[config.mk]
export PLATFORM = sky130hd
export DESIGN_NAME = mbist_march_ctrl_flat
export DESIGN_NICKNAME = d
export VERILOG_FILES = /design/src/rtl/mbist_mem_if.sv /design/src/rtl/mbist_march_ctrl.sv /design/src/flat_wrapper.sv
export SDC_FILE = /design/constraint.sdc
export NUM_CORES = 1
export LEC_CHECK = 0
export BUFFER_PORTS_ARGS = -buffer_cell sky130_fd_sc_hd__buf_2
export CORE_MARGIN = 4
export CORE_UTILIZATION = 55
export DETAILED_ROUTE_END_ITERATION = 6
export PLACE_DENSITY = 0.8
export SETUP_SLACK_MARGIN = 0.3
export SLEW_MARGIN = 20
export SYNTH_ARGS = -nofsm -noshare
export SYNTH_HDL_FRONTEND = slang
export SYNTH_SLANG_ARGS = --single-unit
[constraint.sdc]
create_clock -name clk -period 6.2 [get_ports clk]
set_input_delay 1.24 -clock clk [delete_from_list [all_inputs] [get_ports clk]]
set_output_delay 1.24 -clock clk [all_outputs]
set_load 0.005 [all_outputs]
[src/rtl/mbist_mem_if.sv]
`default_nettype none
// ============================================================================
//  Module      : mbist_mem_if
//  Description : Port bundle between the MBIST controller and the synchronous
//                single-port memory.
//                  mem_en    - access enable
//                  mem_we    - 1 = write, 0 = read
//                  mem_addr  - word address
//                  mem_wdata - write data
//                  mem_rdata - read data, valid the cycle after a read issue
//                master modport: the controller; slave modport: the memory.
//  Revision    : 1.0 - initial release
// ============================================================================
interface mbist_mem_if #(
    parameter int ADDR_WIDTH = 8,
    parameter int DATA_WIDTH = 8
);
    logic                  mem_en;
    logic                  mem_we;
    logic [ADDR_WIDTH-1:0] mem_addr;
    logic [DATA_WIDTH-1:0] mem_wdata;
    logic [DATA_WIDTH-1:0] mem_rdata;

    modport master (
        output mem_en,
        output mem_we,
        output mem_addr,
        output mem_wdata,
        input  mem_rdata
    );

    modport slave (
        input  mem_en,
        input  mem_we,
        input  mem_addr,
        input  mem_wdata,
        output mem_rdata
    );
endinterface
`default_nettype wire

[src/rtl/mbist_march_ctrl.sv]
`default_nettype none
// ============================================================================
//  Module      : mbist_march_ctrl
//  Description : March C- memory BIST engine for a synchronous single-port
//                memory. Sequence:
//                  M0 up (w0), M1 up (r0,w1), M2 up (r1,w0),
//                  M3 down (r0,w1), M4 down (r1,w0), M5 up (r0)
//                Every read is compared one cycle later against the expected
//                background; mismatches pulse fail_pulse, bump a saturating
//                counter and latch the first failing address.
//  Ports       : clk, rst        - clock, synchronous active-high reset
//                start           - begin a test (only honoured in IDLE)
//                mem             - memory bus (mbist_mem_if.master)
//                busy            - first op cycle through the flush cycle
//                done            - one-cycle end-of-test pulse
//                pass            - result, valid from done until next start
//                fail_pulse      - one-cycle pulse per read mismatch
//                first_fail_addr - address of the first mismatch
//                fail_count      - saturating mismatch count
//                MEM_SIZE must be >= 2 and <= 2**ADDR_WIDTH.
//  Revision    : 1.0 - initial release
// ============================================================================
module mbist_march_ctrl #(
    parameter int ADDR_WIDTH = 8,
    parameter int DATA_WIDTH = 8,
    parameter int MEM_SIZE   = 256,
    parameter int FCNT_WIDTH = 8
) (
    input  wire logic                  clk,
    input  wire logic                  rst,
    input  wire logic                  start,
    mbist_mem_if.master                mem,
    output logic                       busy,
    output logic                       done,
    output logic                       pass,
    output logic                       fail_pulse,
    output logic [ADDR_WIDTH-1:0]      first_fail_addr,
    output logic [FCNT_WIDTH-1:0]      fail_count
);

    localparam logic [1:0] c_ST_IDLE  = 2'd0;
    localparam logic [1:0] c_ST_RUN   = 2'd1;
    localparam logic [1:0] c_ST_FLUSH = 2'd2;
    localparam logic [1:0] c_ST_DONE  = 2'd3;

    localparam logic [2:0]            c_ELEM_LAST = 3'd5;
    localparam logic [ADDR_WIDTH-1:0] c_ADDR_LAST = ADDR_WIDTH'(MEM_SIZE - 1);
    localparam logic [FCNT_WIDTH-1:0] c_FCNT_MAX  = '1;

    // Sequencer state
    logic [1:0]            r_state, w_state_nxt;
    logic [2:0]            r_elem,  w_elem_nxt;
    logic                  r_phase, w_phase_nxt;   // 0 = read half, 1 = write half
    logic [ADDR_WIDTH-1:0] r_addr,  w_addr_nxt;

    // Compare pipeline and results
    logic                  r_cmp_valid;
    logic [DATA_WIDTH-1:0] r_cmp_exp;
    logic [ADDR_WIDTH-1:0] r_cmp_addr;
    logic                  r_fail_pulse;
    logic [FCNT_WIDTH-1:0] r_fail_count;
    logic [ADDR_WIDTH-1:0] r_first_fail_addr;
    logic                  r_pass;

    // Element decode
    logic w_two_op;     // element is a read/write pair
    logic w_desc;       // element walks addresses downwards
    logic w_rd_ones;    // read expects all-ones background
    logic w_wr_ones;    // write stores all-ones background
    logic w_is_read;
    logic w_addr_done;  // current op is the last one at this address
    logic w_addr_end;   // current address is the last of the element
    logic w_mismatch;

    always_comb begin
        w_two_op    = (r_elem >= 3'd1) && (r_elem <= 3'd4);
        w_desc      = (r_elem == 3'd3) || (r_elem == 3'd4);
        w_rd_ones   = (r_elem == 3'd2) || (r_elem == 3'd4);
        w_wr_ones   = (r_elem == 3'd1) || (r_elem == 3'd3);
        w_is_read   = (w_two_op && !r_phase) || (r_elem == c_ELEM_LAST);
        w_addr_done = !(w_two_op && !r_phase);
        w_addr_end  = w_desc ? (r_addr == '0) : (r_addr == c_ADDR_LAST);
    end

    // ------------------------------------------------------------------
    // FSM: state register
    // ------------------------------------------------------------------
    always_ff @(posedge clk) begin
        if (rst) begin
            r_state <= c_ST_IDLE;
            r_elem  <= 3'd0;
            r_phase <= 1'b0;
            r_addr  <= '0;
        end else begin
            r_state <= w_state_nxt;
            r_elem  <= w_elem_nxt;
            r_phase <= w_phase_nxt;
            r_addr  <= w_addr_nxt;
        end
    end

    // ------------------------------------------------------------------
    // FSM: next-state logic
    // ------------------------------------------------------------------
    always_comb begin
        w_state_nxt = r_state;
        w_elem_nxt  = r_elem;
        w_phase_nxt = r_phase;
        w_addr_nxt  = r_addr;
        case (r_state)
            c_ST_IDLE: begin
                if (start) begin
                    w_state_nxt = c_ST_RUN;
                    w_elem_nxt  = 3'd0;
                    w_phase_nxt = 1'b0;
                    w_addr_nxt  = '0;
                end
            end
            c_ST_RUN: begin
                if (!w_addr_done) begin
                    w_phase_nxt = 1'b1;
                end else begin
                    w_phase_nxt = 1'b0;
                    if (w_addr_end) begin
                        if (r_elem == c_ELEM_LAST) begin
                            w_state_nxt = c_ST_FLUSH;
                        end else begin
                            w_elem_nxt = r_elem + 3'd1;
                            // M3 and M4 start at the top of memory
                            w_addr_nxt = ((r_elem == 3'd2) || (r_elem == 3'd3)) ?
                                         c_ADDR_LAST : '0;
                        end
                    end else begin
                        w_addr_nxt = w_desc ? (r_addr - 1'b1) : (r_addr + 1'b1);
                    end
                end
            end
            c_ST_FLUSH: w_state_nxt = c_ST_DONE;
            c_ST_DONE:  w_state_nxt = c_ST_IDLE;
            default:    w_state_nxt = c_ST_IDLE;
        endcase
    end

    // ------------------------------------------------------------------
    // FSM: outputs
    // ------------------------------------------------------------------
    always_comb begin
        mem.mem_en    = 1'b0;
        mem.mem_we    = 1'b0;
        mem.mem_addr  = '0;
        mem.mem_wdata = '0;
        busy          = 1'b0;
        done          = 1'b0;
        case (r_state)
            c_ST_RUN: begin
                mem.mem_en    = 1'b1;
                mem.mem_we    = !w_is_read;
                mem.mem_addr  = r_addr;
                mem.mem_wdata = (!w_is_read && w_wr_ones) ? '1 : '0;
                busy          = 1'b1;
            end
            c_ST_FLUSH: busy = 1'b1;
            c_ST_DONE:  done = 1'b1;
            default: ;
        endcase
    end

    // ------------------------------------------------------------------
    // Read compare pipeline and result registers
    // ------------------------------------------------------------------
    assign w_mismatch = r_cmp_valid && (mem.mem_rdata != r_cmp_exp);

    always_ff @(posedge clk) begin
        if (rst) begin
            r_cmp_valid       <= 1'b0;
            r_cmp_exp         <= '0;
            r_cmp_addr        <= '0;
            r_fail_pulse      <= 1'b0;
            r_fail_count      <= '0;
            r_first_fail_addr <= '0;
            r_pass            <= 1'b0;
        end else begin
            r_cmp_valid  <= (r_state == c_ST_RUN) && w_is_read;
            r_cmp_exp    <= w_rd_ones ? '1 : '0;
            r_cmp_addr   <= r_addr;
            r_fail_pulse <= w_mismatch;

            if ((r_state == c_ST_IDLE) && start) begin
                r_fail_count      <= '0;
                r_first_fail_addr <= '0;
                r_pass            <= 1'b0;
            end else if (w_mismatch) begin
                if (r_fail_count != c_FCNT_MAX) begin
                    r_fail_count <= r_fail_count + 1'b1;
                end
                // The counter never wraps to zero, so zero means "first".
                if (r_fail_count == '0) begin
                    r_first_fail_addr <= r_cmp_addr;
                end
            end

            // The last compare resolves in FLUSH; fold it into the verdict.
            if (r_state == c_ST_FLUSH) begin
                r_pass <= (r_fail_count == '0) && !w_mismatch;
            end
        end
    end

    assign fail_pulse      = r_fail_pulse;
    assign fail_count      = r_fail_count;
    assign first_fail_addr = r_first_fail_addr;
    assign pass            = r_pass;

endmodule
`default_nettype wire
[src/flat_wrapper.sv]
// flat-port wrapper written by rule: the top's interface ports become plain ports
module mbist_march_ctrl_flat 
#(
    parameter int ADDR_WIDTH = 8,
    parameter int DATA_WIDTH = 8,
    parameter int MEM_SIZE   = 256,
    parameter int FCNT_WIDTH = 8
)
  (clk, rst, start, busy, done, pass, fail_pulse, first_fail_addr, fail_count, mem_mem_en, mem_mem_we, mem_mem_addr, mem_mem_wdata, mem_mem_rdata);
  mbist_mem_if #(.ADDR_WIDTH(ADDR_WIDTH), .DATA_WIDTH(DATA_WIDTH)) mem_i ();
  input  wire logic clk;
  input  wire logic rst;
  input  wire logic start;
  output logic busy;
  output logic done;
  output logic pass;
  output logic fail_pulse;
  output logic [ADDR_WIDTH-1:0] first_fail_addr;
  output logic [FCNT_WIDTH-1:0] fail_count;
  output wire logic [$bits(mem_i.mem_en)-1:0] mem_mem_en;
  output wire logic [$bits(mem_i.mem_we)-1:0] mem_mem_we;
  output wire logic [$bits(mem_i.mem_addr)-1:0] mem_mem_addr;
  output wire logic [$bits(mem_i.mem_wdata)-1:0] mem_mem_wdata;
  input wire logic [$bits(mem_i.mem_rdata)-1:0] mem_mem_rdata;
  assign mem_mem_en = mem_i.mem_en;
  assign mem_mem_we = mem_i.mem_we;
  assign mem_mem_addr = mem_i.mem_addr;
  assign mem_mem_wdata = mem_i.mem_wdata;
  assign mem_i.mem_rdata = mem_mem_rdata;
  mbist_march_ctrl #(.ADDR_WIDTH(ADDR_WIDTH), .DATA_WIDTH(DATA_WIDTH), .MEM_SIZE(MEM_SIZE), .FCNT_WIDTH(FCNT_WIDTH)) u_core (.clk(clk), .rst(rst), .start(start), .mem(mem_i), .busy(busy), .done(done), .pass(pass), .fail_pulse(fail_pulse), .first_fail_addr(first_fail_addr), .fail_count(fail_count));
endmodule
==> metrics <==
status=complete, no violations; CP required=4.96 ns; Placeable Area=0.004058 mm^2; Die Wd=73.10 um; Final setup viols=0; period utilization=59.63%; delay-heaviest family, CP=simple AND/OR/NAND/NOR gates; Synth cell types=49; post-synthesis sequential area ratio=36.07%; final WL=4798 um; Area after DPL=0.002540 mm^2; Filler cells=350; met3 routed wirelength=185 um; setup slack, reg-to-reg=3.41 ns; Startpoint Class=register; Final Hold Slack=0.4700 ns; Final Max Tran Viols=0; setup TNS=0 ns; Clk pin slew, worst setup/hold paths=0.08 ns; DRC violations left=0; # hold bufs at CTS=0; YS warnings=0; WL per Instance=13.18 um; row count=23; pin count of the biggest net entering global routing=19; Peak Freq=0.2705 GHz; Die ar.=0.005344 mm^2; Final Hold Viols=0; latest clock arrival within the worst-skew pair=0.30 ns; max-cap viol count=0; top sig layer=met4; I/O pins=49; Post-synth EDFFs=0; chip height=73.10 um; Slew @ Worst Pin=0.7653 ns; Async S/R FF share, synth=0%; FF/Latch Area=840.8 um^2; Post CTS Setup Buffer Count=0; WL met2=2266 um; synthesized net count=302; Mapped Area=0.002331 mm^2; CTS Buf Count=5; crit path buf inv count=2; min cycle time layout=3.697 ns; placed insts=356; Max-slew headroom=48.51%; main flop type after synthesis=dfxtp_1; CP peak stage delay=0.70 ns; Peak supply drop=187.2 uV; Overflow after GRT=0; port buffer count=48; total number of vias=1931; post-cts sizing count=0; final antenna diode count=0; CP max FO=8; share of layout cells above drive strength 1=21.34%; power per cell area=285.6 mW/mm^2; root buffer cell=clkbuf_8; Initial DRC Count=84; clk_skew=0.003337 ns; Area Overhead vs Synth=13.79%; final instance area=0.002653 mm^2; vias in the first global route=1850; TritonCTS clock tree=yes; Nets=343; antenna viol nets, final=0; most used cell along the critical path=nor4_1; TritonRoute pass-1 iters=4; CTS Sinks=42; WS Path Type=reg -> out; initial antenna violation count=0; critical path endpoint category=output port; Hold Crit Class=reg -> reg; syn avg cell area=8.570 um^2; All-Layer GR Usage=19.46%; Worst EP arrival=2.46 ns; GP Congestion=0.8571; first-pass GRT wire length=8197 um; Final Non-Filler Cells=364; Starting Density=57.45%; cells after synthesis=272; Critical Path, Cell by Cell=inv_1 -> ha_1 -> nor4_1 -> nor3_1 -> nor4_1 -> buf_2; RSZ-0062 raised after global routing=false; hpwl dp=3578 um; clock buffer depth=2; Leak=1.188 nW; htree depth=2; vias per cell=5.305; CP max stage cell=nor4_1; multi-input logic area=0.001333 mm^2; Metal-1 WL=2256 um; Yosys reg bits=42
layout make-up:
cell class | instances | area share [%]
tap | 50 | 2.358
clock buffer | 5 | 2.594
multi-input combinational | 199 | 50.24
inverter | 17 | 2.406
sequential | 42 | 31.70
clock inverter | 3 | 1.651
timing repair buffer | 48 | 9.057
report_power, final:
part	leakage, nW	internal, mW	total, mW	switching, mW
registers	0.339	0.288	0.306	0.0176
clock network	0.0585	0.121	0.219	0.0987
logic	0.791	0.0898	0.233	0.143
total	1.19	0.498	0.758	0.259
sequential cells by signal, summed over array words and instances (netlist names):
register / flops
u_core.r_addr: 8
u_core.r_cmp_addr: 8
u_core.fail_count: 8
u_core.r_elem: 3
u_core.r_cmp_valid: 1
u_core.first_fail_addr: 8
u_core.fail_pulse: 1
u_core.pass: 1
u_core.r_cmp_exp: 1
u_core.r_state: 2
u_core.r_phase: 1
cell families (layout without fill, tap and decap cells):
family,after synthesis,count (layout),synth area share (%)
xor+xnor,9,9,3.382
compound gates,36,36,10.90
mux,16,16,7.139
fa+ha+maj,19,19,10.52
flops,42,42,36.07
simple gates,119,119,25.23
buf+inv,31,73,6.763
stage by stage:
| step | utilization, % | power (mW) | worst slack, ns |
|---|---|---|---|
| 2_1_floorplan | - | 0.4846 | 2.855 |
| 3_3_place_gp | 62.60 | 0.5389 | 2.927 |
| 3_5_place_dp | 62.60 | 0.5427 | 2.845 |
| 4_1_cts | 65.37 | 0.7636 | 2.491 |
| 5_1_grt | 65.37 | 0.8063 | 2.158 |
| 6_report | 65.37 | 0.7576 | 2.503 |
metal layers:
layer	global-route usage [%]	up-vias
li1	-	1005
met1	23.49	885
met2	33.17	33
met3	4.545	8
met4	7.582	0
met5	0	-
synthesized netlist by cell type, drive strengths merged (3+ instances only):
cell type | n | area (um^2)
nor4 | 5 | 31.28
nand2b | 3 | 18.77
dfxtp | 42 | 840.8
and2 | 6 | 37.54
nor2b | 6 | 37.54
buf | 10 | 78.82
xor2 | 7 | 61.31
nand4 | 7 | 43.79
nand3 | 8 | 40.04
o21ai | 12 | 60.05
and3 | 5 | 36.28
mux2i | 14 | 140.1
nand2 | 21 | 78.83
inv | 17 | 63.81
or3 | 4 | 25.02
clkbuf | 4 | 15.01
nor3 | 6 | 41.29
ha | 18 | 225.2
a21oi | 10 | 57.56
nor2 | 44 | 167.7
worst paths after layout:
path                                                      start                                endpoint  depth (start not counted)
worst max-delay path              u_core.r_elem[1]$_SDFFE_PP0P_                        mem_mem_wdata[6]                          6
worst min-delay path            u_core.r_cmp_addr[0]$_SDFF_PP0_  u_core.first_fail_addr[0]$_SDFFE_PP0P_                          2
worst max register to register    u_core.r_elem[0]$_SDFFE_PP0P_           u_core.r_addr[7]$_SDFFE_PP0P_                         10
worst min register to register  u_core.r_cmp_addr[0]$_SDFF_PP0_  u_core.first_fail_addr[0]$_SDFFE_PP0P_                          2
layout by cell type (no fill, tap or decap), types with 2 or more instances in the layout:
cell type  netlist  routed
a21oi_1          8       8
a21oi_2          2       2
and2_1           6       6
and3_1           4       4
buf_2            0      48
clkbuf_8         0       5
dfxtp_1         42      42
ha_1            18      18
inv_1           16      16
mux2i_1         14      14
nand2_1         21      21
nand2b_1         3       3
nand3_1          8       8
nand4_1          7       7
nor2_1          43      43
nor2b_1          6       6
nor3_1           5       5
nor4_1           5       5
o21ai_0         11      11
o41ai_1          2       2
or3_1            4       4
xnor2_1          2       2
xor2_1           7       7
worst reg2reg max path: stages (launching register included):
cell,delay [ns]
dfxtp_1,0.43
inv_1,0.10
ha_1,0.23
mux2_4,0.35
ha_1,0.30
a21oi_1,0.23
o211ai_1,0.17
o41ai_1,0.36
xnor2_1,0.19
nor3_1,0.07
a211o_1,0.26
Power figures use the tool's default switching activity.
